[src/rtl/sdram_pkg.sv]
`default_nettype none
// ============================================================================
// Module      : sdram_pkg
// Description : Shared definitions for the SDRAM client-side test master.
//               Client address field widths (bank/row/col), data width and
//               the one-hot state encoding of the test-master FSM.
// Revision    : 1.0 - initial release
// ============================================================================
package sdram_pkg;

    localparam int unsigned BANK_ADDR_WIDTH  = 2;
    localparam int unsigned ROW_WIDTH        = 13;
    localparam int unsigned COL_WIDTH        = 9;
    localparam int unsigned SDRAM_DATA_WIDTH = 16;
    // Client address is {bank, row, col}
    localparam int unsigned SDRAM_ADDR_WIDTH = BANK_ADDR_WIDTH + ROW_WIDTH + COL_WIDTH;

    localparam int unsigned STATE_WIDTH = 7;

    typedef enum logic [STATE_WIDTH-1:0] {
        ST_IDLE    = 7'b000_0001,
        ST_WR_REQ  = 7'b000_0010,
        ST_WR_GAP  = 7'b000_0100,
        ST_RD_REQ  = 7'b000_1000,
        ST_RD_WAIT = 7'b001_0000,
        ST_RD_GAP  = 7'b010_0000,
        ST_DONE    = 7'b100_0000
    } tm_state_t;

endpackage
`default_nettype wire

[src/rtl/sdram_test_checker.sv]
`default_nettype none
// ============================================================================
// Module      : sdram_test_checker
// Description : Read-data comparator for the SDRAM test master. Counts
//               miscompares (saturating) and latches the address of the
//               first one.
// Ports       : clk, reset_l (sync, active-low), clear (start of a run),
//               cur_addr / exp_data / rd_data / rd_valid (compare inputs),
//               err_cnt, first_err_addr (results).
// Revision    : 1.0 - initial release
// ============================================================================
module sdram_test_checker #(
    parameter int unsigned ADDR_WIDTH = 24,
    parameter int unsigned DATA_WIDTH = 16
) (
    input  logic                  clk,
    input  logic                  reset_l,
    input  logic                  clear,
    input  logic [ADDR_WIDTH-1:0] cur_addr,
    input  logic [DATA_WIDTH-1:0] exp_data,
    input  logic [DATA_WIDTH-1:0] rd_data,
    input  logic                  rd_valid,
    output logic [15:0]           err_cnt,
    output logic [ADDR_WIDTH-1:0] first_err_addr
);

    logic w_miscompare;

    assign w_miscompare = rd_valid && (rd_data != exp_data);

    always_ff @(posedge clk) begin
        if (!reset_l) begin
            err_cnt        <= 16'h0000;
            first_err_addr <= '0;
        end else if (clear) begin
            err_cnt        <= 16'h0000;
            first_err_addr <= '0;
        end else if (w_miscompare) begin
            if (err_cnt != 16'hFFFF) begin
                err_cnt <= err_cnt + 16'h0001;
            end
            // Only the very first miscompare of a run records its address
            if (err_cnt == 16'h0000) begin
                first_err_addr <= cur_addr;
            end
        end
    end

endmodule
`default_nettype wire

[src/rtl/sdram_test_master.sv]
`default_nettype none
// ============================================================================
// Module      : sdram_test_master
// Description : Self-checking SDRAM memory test initiator. Phase A writes
//               addr^PATTERN_XOR over the window and reads it back; phase B
//               repeats with the inverted pattern. Handshake waits are
//               bounded by TIMEOUT_CYCLES.
// Ports       : clk, reset_l (sync, active-low), start (pulse);
//               status: busy, done, pass, err_cnt, first_err_addr,
//               timeout_err;
//               controller: sdram_req/ack/addr/rh_wl/data_w/data_r/data_r_en.
// Revision    : 1.0 - initial release
// ============================================================================
module sdram_test_master #(
    parameter int unsigned          ADDR_WIDTH     = sdram_pkg::SDRAM_ADDR_WIDTH,
    parameter int unsigned          DATA_WIDTH     = sdram_pkg::SDRAM_DATA_WIDTH,
    parameter logic [ADDR_WIDTH-1:0] START_ADDR    = '0,
    parameter int unsigned          TEST_WORDS     = 1024,
    parameter logic [DATA_WIDTH-1:0] PATTERN_XOR   = 16'hA5C3,
    parameter int unsigned          TIMEOUT_CYCLES = 1023
) (
    input  logic                  clk,
    input  logic                  reset_l,
    input  logic                  start,
    output logic                  busy,
    output logic                  done,
    output logic                  pass,
    output logic [15:0]           err_cnt,
    output logic [ADDR_WIDTH-1:0] first_err_addr,
    output logic                  timeout_err,
    output logic                  sdram_req,
    input  logic                  sdram_ack,
    output logic [ADDR_WIDTH-1:0] sdram_addr,
    output logic                  sdram_rh_wl,
    output logic [DATA_WIDTH-1:0] sdram_data_w,
    input  logic [DATA_WIDTH-1:0] sdram_data_r,
    input  logic                  sdram_data_r_en
);

    import sdram_pkg::*;

    // Window end, modulo 2^ADDR_WIDTH so the window may wrap through zero
    localparam logic [ADDR_WIDTH-1:0] c_last_addr  = START_ADDR + ADDR_WIDTH'(TEST_WORDS - 1);
    localparam logic [ADDR_WIDTH-1:0] c_addr_one   = ADDR_WIDTH'(1);
    localparam int unsigned           c_timer_width = (TIMEOUT_CYCLES > 1) ? $clog2(TIMEOUT_CYCLES) : 1;
    localparam logic [c_timer_width-1:0] c_timer_last = c_timer_width'(TIMEOUT_CYCLES - 1);
    localparam logic [c_timer_width-1:0] c_timer_one  = c_timer_width'(1);

    function automatic logic [DATA_WIDTH-1:0] exp_of(input logic [ADDR_WIDTH-1:0] a,
                                                     input logic                  inv);
        logic [DATA_WIDTH-1:0] v;
        v = a[DATA_WIDTH-1:0] ^ PATTERN_XOR;
        return inv ? ~v : v;
    endfunction

    tm_state_t                r_state;
    logic [ADDR_WIDTH-1:0]    r_cur;
    logic                     r_phase_b;
    logic [c_timer_width-1:0] r_timer;

    logic                  w_start_ok;
    logic                  w_at_last;
    logic [ADDR_WIDTH-1:0] w_cur_next;
    logic [DATA_WIDTH-1:0] w_exp;
    logic                  w_rd_valid;
    logic                  w_waiting;
    logic                  w_progress;
    logic                  w_timeout;

    assign w_start_ok = start && ((r_state == ST_IDLE) || (r_state == ST_DONE));
    assign w_at_last  = (r_cur == c_last_addr);
    assign w_cur_next = r_cur + c_addr_one;
    assign w_exp      = exp_of(r_cur, r_phase_b);
    assign w_rd_valid = (r_state == ST_RD_WAIT) && sdram_data_r_en;

    // Handshake progress wins over an expiring timer in the same cycle
    assign w_waiting  = (r_state == ST_WR_REQ) || (r_state == ST_RD_REQ) || (r_state == ST_RD_WAIT);
    assign w_progress = (r_state == ST_RD_WAIT) ? sdram_data_r_en : sdram_ack;
    assign w_timeout  = w_waiting && !w_progress && (r_timer == c_timer_last);

    always_ff @(posedge clk) begin
        if (!reset_l) begin
            r_state      <= ST_IDLE;
            r_cur        <= '0;
            r_phase_b    <= 1'b0;
            r_timer      <= '0;
            sdram_req    <= 1'b0;
            sdram_addr   <= '0;
            sdram_rh_wl  <= 1'b1;
            sdram_data_w <= '0;
            busy         <= 1'b0;
            done         <= 1'b0;
            pass         <= 1'b0;
            timeout_err  <= 1'b0;
        end else if (w_timeout) begin
            timeout_err <= 1'b1;
            sdram_req   <= 1'b0;
            busy        <= 1'b0;
            done        <= 1'b1;
            pass        <= 1'b0;
            r_timer     <= '0;
            r_state     <= ST_DONE;
        end else begin
            case (r_state)
                ST_IDLE, ST_DONE: begin
                    if (w_start_ok) begin
                        done         <= 1'b0;
                        pass         <= 1'b0;
                        timeout_err  <= 1'b0;
                        busy         <= 1'b1;
                        r_cur        <= START_ADDR;
                        r_phase_b    <= 1'b0;
                        r_timer      <= '0;
                        sdram_req    <= 1'b1;
                        sdram_rh_wl  <= 1'b0;
                        sdram_addr   <= START_ADDR;
                        sdram_data_w <= exp_of(START_ADDR, 1'b0);
                        r_state      <= ST_WR_REQ;
                    end
                end
                ST_WR_REQ: begin
                    if (sdram_ack) begin
                        sdram_req <= 1'b0;
                        r_timer   <= '0;
                        r_state   <= ST_WR_GAP;
                    end else begin
                        r_timer <= r_timer + c_timer_one;
                    end
                end
                ST_WR_GAP: begin
                    sdram_req <= 1'b1;
                    if (w_at_last) begin
                        r_cur       <= START_ADDR;
                        sdram_rh_wl <= 1'b1;
                        sdram_addr  <= START_ADDR;
                        r_state     <= ST_RD_REQ;
                    end else begin
                        r_cur        <= w_cur_next;
                        sdram_rh_wl  <= 1'b0;
                        sdram_addr   <= w_cur_next;
                        sdram_data_w <= exp_of(w_cur_next, r_phase_b);
                        r_state      <= ST_WR_REQ;
                    end
                end
                ST_RD_REQ: begin
                    if (sdram_ack) begin
                        sdram_req <= 1'b0;
                        r_timer   <= '0;
                        r_state   <= ST_RD_WAIT;
                    end else begin
                        r_timer <= r_timer + c_timer_one;
                    end
                end
                ST_RD_WAIT: begin
                    if (sdram_data_r_en) begin
                        r_timer <= '0;
                        r_state <= ST_RD_GAP;
                    end else begin
                        r_timer <= r_timer + c_timer_one;
                    end
                end
                ST_RD_GAP: begin
                    if (w_at_last && r_phase_b) begin
                        busy    <= 1'b0;
                        done    <= 1'b1;
                        // err_cnt already reflects the last compare here
                        pass    <= (err_cnt == 16'h0000);
                        r_state <= ST_DONE;
                    end else if (w_at_last) begin
                        r_phase_b    <= 1'b1;
                        r_cur        <= START_ADDR;
                        sdram_req    <= 1'b1;
                        sdram_rh_wl  <= 1'b0;
                        sdram_addr   <= START_ADDR;
                        sdram_data_w <= exp_of(START_ADDR, 1'b1);
                        r_state      <= ST_WR_REQ;
                    end else begin
                        r_cur       <= w_cur_next;
                        sdram_req   <= 1'b1;
                        sdram_rh_wl <= 1'b1;
                        sdram_addr  <= w_cur_next;
                        r_state     <= ST_RD_REQ;
                    end
                end
                default: begin
                    sdram_req <= 1'b0;
                    r_state   <= ST_IDLE;
                end
            endcase
        end
    end

    sdram_test_checker #(
        .ADDR_WIDTH (ADDR_WIDTH),
        .DATA_WIDTH (DATA_WIDTH)
    ) u_checker (
        .clk            (clk),
        .reset_l        (reset_l),
        .clear          (w_start_ok),
        .cur_addr       (r_cur),
        .exp_data       (w_exp),
        .rd_data        (sdram_data_r),
        .rd_valid       (w_rd_valid),
        .err_cnt        (err_cnt),
        .first_err_addr (first_err_addr)
    );

endmodule
`default_nettype wire

[config.mk]
export PLATFORM = sky130hd
export DESIGN_NAME = sdram_test_master
export DESIGN_NICKNAME = d
export VERILOG_FILES = /design/src/rtl/sdram_pkg.sv /design/src/rtl/sdram_test_checker.sv /design/src/rtl/sdram_test_master.sv
export SDC_FILE = /design/constraint.sdc
export NUM_CORES = 1
export LEC_CHECK = 0
export BUFFER_PORTS_ARGS = -buffer_cell sky130_fd_sc_hd__buf_2
export CORE_UTILIZATION = 50
export DETAILED_ROUTE_END_ITERATION = 8
export MAX_ROUTING_LAYER = met4
export PLACE_DENSITY = 0.73
export SLEW_MARGIN = 0
export SYNTH_ARGS = -nofsm -noshare
export SYNTH_HDL_FRONTEND = slang
export SYNTH_SLANG_ARGS = --single-unit
export TNS_END_PERCENT = 1
[constraint.sdc]
create_clock -name clk -period 2.9 [get_ports clk]
set_input_delay 0 -clock clk [delete_from_list [all_inputs] [get_ports clk]]
set_output_delay 0 -clock clk [all_outputs]
set_load 0.05 [all_outputs]
======== After elaboration in Yosys (flattened, before gate mapping) ========
Index checks and enable logic that the tools add are counted.
storage, ports and cells
  register bits ........................... 104
  bits of input ports ..................... 21
operators by class
  reductions and logical operators ........ 33
  bitwise gates (word level) .............. 7
  muxes and demuxes ....................... 46
  eq/ne operators ......................... 25
  add/subtract/negate cells ............... 3
operator list
  cell                                                                      count
  16-bit two-way mux                                                        6
  24-bit two-way mux                                                        3
  24-bit one-hot mux with 3 select lines                                    1
  16-bit one-hot mux with 3 select lines                                    1
  7-bit two-way mux                                                         6
  7-bit one-hot mux with 6 select lines                                     1
  16-bit inverter                                                           2
  10-bit two-way mux                                                        3
  10-bit one-hot mux with 3 select lines                                    1
  24-bit by 1-bit adder with 24-bit output (second input constant)          1
  24-bit by 10-bit equality test with 1-bit output (second input constant)  1
  16-bit by 1-bit adder with 16-bit output (second input constant)          1
  16-bit zero test                                                          1
  1-bit two-way mux                                                         16
  16-bit != test                                                            1
  16-bit != test (second input constant)                                    1
  8-bit inverter                                                            2
  4-bit AND reduction                                                       4
  2-bit != test (second input constant)                                     7
  3-bit != test (second input constant)                                     4
  10-bit by 1-bit adder with 10-bit output (second input constant)          1
  10-bit equality test (second input constant)                              1
  3-bit nonzero test                                                        3
  4-bit two-way mux                                                         2
  other kinds (22)                                                          44

======== Logic depth before layout (Yosys ltp) ========
  depth after elaboration ................. 7
  gate-level depth with buffers ........... 10
  mapped depth without buffers ............ 7

======== Modules after synthesis ========
A second synthesis with hierarchy kept.
unflattened totals
  cells, all modules ...................... 702
  area, all modules ....................... 5,881.9 um^2
by module, submodules not included
  module              times used  area an instance (um^2)  cells each
  sdram_test_master   1           3,776.1                  452
  sdram_test_checker  1           2,105.8                  250

======== Worst setup path before layout ========
No wires, ideal clock.
  path type ............................... register to register
  start ................................... reg r_cur[1]
  end ..................................... reg r_cur[7]
  library setup time ...................... 0.150 ns
  clock period less this slack ............ 2.683 ns
  data arrival time ....................... 2.532 ns
  cell stages (with the launch flop) ...... 10
  setup slack ............................. 0.217 ns
  path through ............................ dfxtp_1 > ha_1 > nand4_1 > or2_1 > clkbuf_1 > o31ai_2 > buf_2 > nor2_1 > o21ai_0 > a21oi_1
on the way
  longest elaborated chain between the ends .. 4
  elaborated cells between the ends (all ways) .. 8
  classes of those cells .................. add/sub: 1; eq/ne: 2; mux: 3; reduce/logical: 2
ends and longest elaborated chain
  item                                                                                                          RTL line                                                                      text
  from (decl)                                                                                                   sdram_test_master.sv:57                                                       logic [ADDR_WIDTH-1:0] r_cur;
  from (signal assigned)                                                                                        sdram_test_master.sv:138                                                      r_cur <= w_cur_next;
  from (signal assigned)                                                                                        sdram_test_master.sv:178                                                      r_cur <= w_cur_next;
  24-bit by 1-bit adder with 24-bit output or 24-bit by 10-bit equality test with 1-bit output (tied branches)  sdram_test_master.sv:72, sdram_test_master.sv:71
  24-bit two-way mux or 1-bit logical AND (tied branches)                                                       sdram_test_master.sv:132, sdram_test_master.sv:169, sdram_test_master.sv:163
  24-bit two-way mux or 2-bit != test (tied branches)                                                           n/a
  24-bit one-hot mux with 3 select lines or 4-bit AND reduction (tied branches)                                 n/a
Parallel ways exist; a longest one is shown, timed or not. The select of a mux whose other input is x is not followed.
A chain may end at the register's enable or synchronous reset.

======== Worst setup path after layout ========
  start ................................... reg r_cur[1]
  end ..................................... reg r_cur[17]
The elaborated chain is that of the path after synthesis.

==> impl_metrics.tcl <==
set metrics [dict create \
    numCtsBuffers 9 \
    first_iter_violations 342 \
    dr_wl_met2_mm 7.03 \
    worstPathRequired_ns 3.13 \
    tns_ns 0 \
    grt_max_degree 54 \
    wl_met1_mm 7.08 \
    slew_viol_final 0 \
    clock-sinks 104 \
    wirelength_mm 15.1 \
    worstPathMaxFanout 8 \
    setup_viol 0 \
    worstSetupPathType "register to register" \
    grt_pass1_wl_mm 23.7 \
    worst_pin_slew_ns 0.904 \
    coreArea_sq_um 10900 \
    track_usage 0.266 \
    final_cell_mix "106 x buf_2, 104 x dfxtp_1, 85 x nand2_1" \
    power_density_nw_per_um2 479 \
    fmaxAchievable_ghz 0.383 \
    die_x_um 109 \
    crit_path_end_kind "register" \
    syn_inst 687 \
    numPortBuffers 106 \
    start_kind "register" \
    rsz0062_at_grt "false" \
    path_clk_slew_ns 0.07 \
    fin_cells 925 \
    n_antenna_cell 0 \
    grt_antenna_before_repair 0 \
    slew_headroom 0.397 \
    grt_pass1_vias 4730 \
    root_buffer "clkbuf_16" \
    drtPass1Iterations 5 \
    via_count 5344 \
    post-route-min-period_ns 2.61 \
    arrival_ns 2.84 \
    ys_ff_latch 104 \
    via_per_inst 5.78 \
    rows 38 \
    gr-total-overflow 0 \
    synth-edff-count 0 \
    clock_latency_ns 0.36 \
    ant_nets 0 \
    ys_types 62 \
    fp.dieH_um 109 \
    setup_slack_ns 0.292 \
    layout.nets 807 \
    synthToLayoutAreaGrowth_pct 16.9 \
    top_layer "met4" \
    cts_tree "built" \
    wl_met3_um 845 \
    ys.flop_type "dfxtp_1" \
    ctsHtreeMaxLevel 3 \
    dpl.hpwl_mm 10.8 \
    ys_async_sr_fraction 0 \
    syn_nets 713 \
    crit_path_start "r_cur[1]$_SDFFE_PN0P_" \
    layout_commonest_cell "buf_2" \
    max-clock-path-buffers 2 \
    min_period_over_period 0.899 \
    place_inst 908 \
    wire_per_inst_um 16.4 \
    ys_seq_area_frac 0.367 \
    ios 107 \
    hold_violations 0 \
    max_cap_viol_count 0 \
    rr_startpoint "r_cur[1]$_SDFFE_PN0P_" \
    synth.avg_cell_area_sq_um 8.26 \
    drc 0 \
    status "finished, final reports clean" \
    pre_cts_ws_ns 0.376 \
    drive_above_1_share 0.210 \
    die-area_sq_um 11800 \
    irDropWorstVdd_v 0.000523 \
    min_path_type "primary input to register" \
    place_congestion 0.881 \
    skew_ns 0.00759 \
    hold_start "start" \
    postCtsSetupRepairBufs 0 \
    p_leak_nw 2.64 \
    whs_ns 0.0403 \
    ys_warn_count 0 \
    start_util 0.519 \
    syn_area_sq_um 5670 \
]
[layout make-up]
type / count / area (sq um)
Sequential cell: 104 / 2080
Tap cell: 140 / 175
Clock inverter: 4 / 53.8
Multi-Input combinational cell: 525 / 3310
Inverter: 8 / 30.0
Timing Repair Buffer: 133 / 738
Fill cell: 975 / 4310
Clock buffer: 11 / 243
[kinds of logic (layout without fill, tap and decap cells)]
| kind of cell | after synthesis | in the layout | synth area share |
|---|---|---|---|
| xor gates and xnor gates | 62 | 62 | 0.0957 |
| AOI/OAI and AO/OA | 145 | 145 | 0.166 |
| DFF | 104 | 104 | 0.367 |
| buffers and inverters | 58 | 156 | 0.0503 |
| and+or+nand+nor | 287 | 287 | 0.264 |
| muxes | 26 | 26 | 0.0459 |
| adders and majority gates | 5 | 5 | 0.0110 |
[synthesized netlist by cell type, drive strengths merged (4+ instances only)]
cell	number	area [sq um]
nand4b	4	35.0
o211ai	18	145
nand4	20	125
nand3	30	150
a21oi	48	240
xnor2	33	289
inv	8	30.0
buf	26	164
ha	5	62.6
and2	6	40.0
o21ai	34	178
and4	5	43.8
or3b	7	61.3
clkbuf	24	91.3
mux2i	26	260
nand3b	4	30.0
a21boi	11	82.6
o311a	8	80.1
and3	13	81.3
dfxtp	104	2080
nor4	10	68.8
nand2	85	319
nand2b	7	43.8
or3	12	75.1
o31ai	4	35.0
a211oi	5	37.5
or4	10	75.1
xor2	29	254
nor3	16	91.3
or2	4	25.0
nor2	48	188
[sequential cells by signal (all words and copies together), names as in the netlist]
register	cells
r_cur	24
r_phase_b	1
u_checker.err_cnt	16
sdram_data_w	16
u_checker.first_err_addr	24
done	1
busy	1
r_timer	10
r_state	7
sdram_req	1
pass	1
timeout_err	1
sdram_rh_wl	1
[power breakdown]
group	switching [W]	leakage [nW]	internal [W]	total, W
registers	0.0000289	0.842	0.00147	0.00150
logic	0.000310	1.66	0.000130	0.000440
clock network	0.000545	0.138	0.000692	0.00124
total	0.000885	2.64	0.00229	0.00318
[final timing paths]
path	cells after the start	slack, ns	endpoint
max	8	0.29	r_cur[17]$_SDFFE_PN0P_
min	4	0.04	r_state[6]$_SDFFE_PN0P_
max reg2reg	8	0.29	r_cur[17]$_SDFFE_PN0P_
min reg2reg	2	0.46	u_checker.first_err_addr[0]$_SDFFE_PP0P_
[layer usage]
metal,vias up,GRT usage
met5,-,-
li1,2641,-
met3,15,0.0561
met4,0,0.0772
met2,166,0.408
met1,2522,0.353
[metrics by stage]
step,cell area [sq um],total power [W],util
after floorplan,5670,0.00186,-
after global placement,6310,0.00196,0.577
after detailed placement,6310,0.00196,0.577
after CTS,6630,0.00319,0.606
after global routing,6630,0.00329,0.606
final,6630,0.00318,0.606
[timing repair]
item / CTS / global route
hold endpoints to repair: 4 / 0
hold buffers: 2 / 0
gates resized for setup: 0 / 0
[worst max-delay path, cell delays in order (launching register included)]
cell	delay, ns
dfxtp_1	0.36
ha_1	0.28
nand4_1	0.21
or2_1	0.38
o31ai_2	0.65
buf_4	0.25
nor2_1	0.05
o211ai_1	0.18
o21ai_0	0.12
Note: power is estimated with default switching activity, not from simulation.
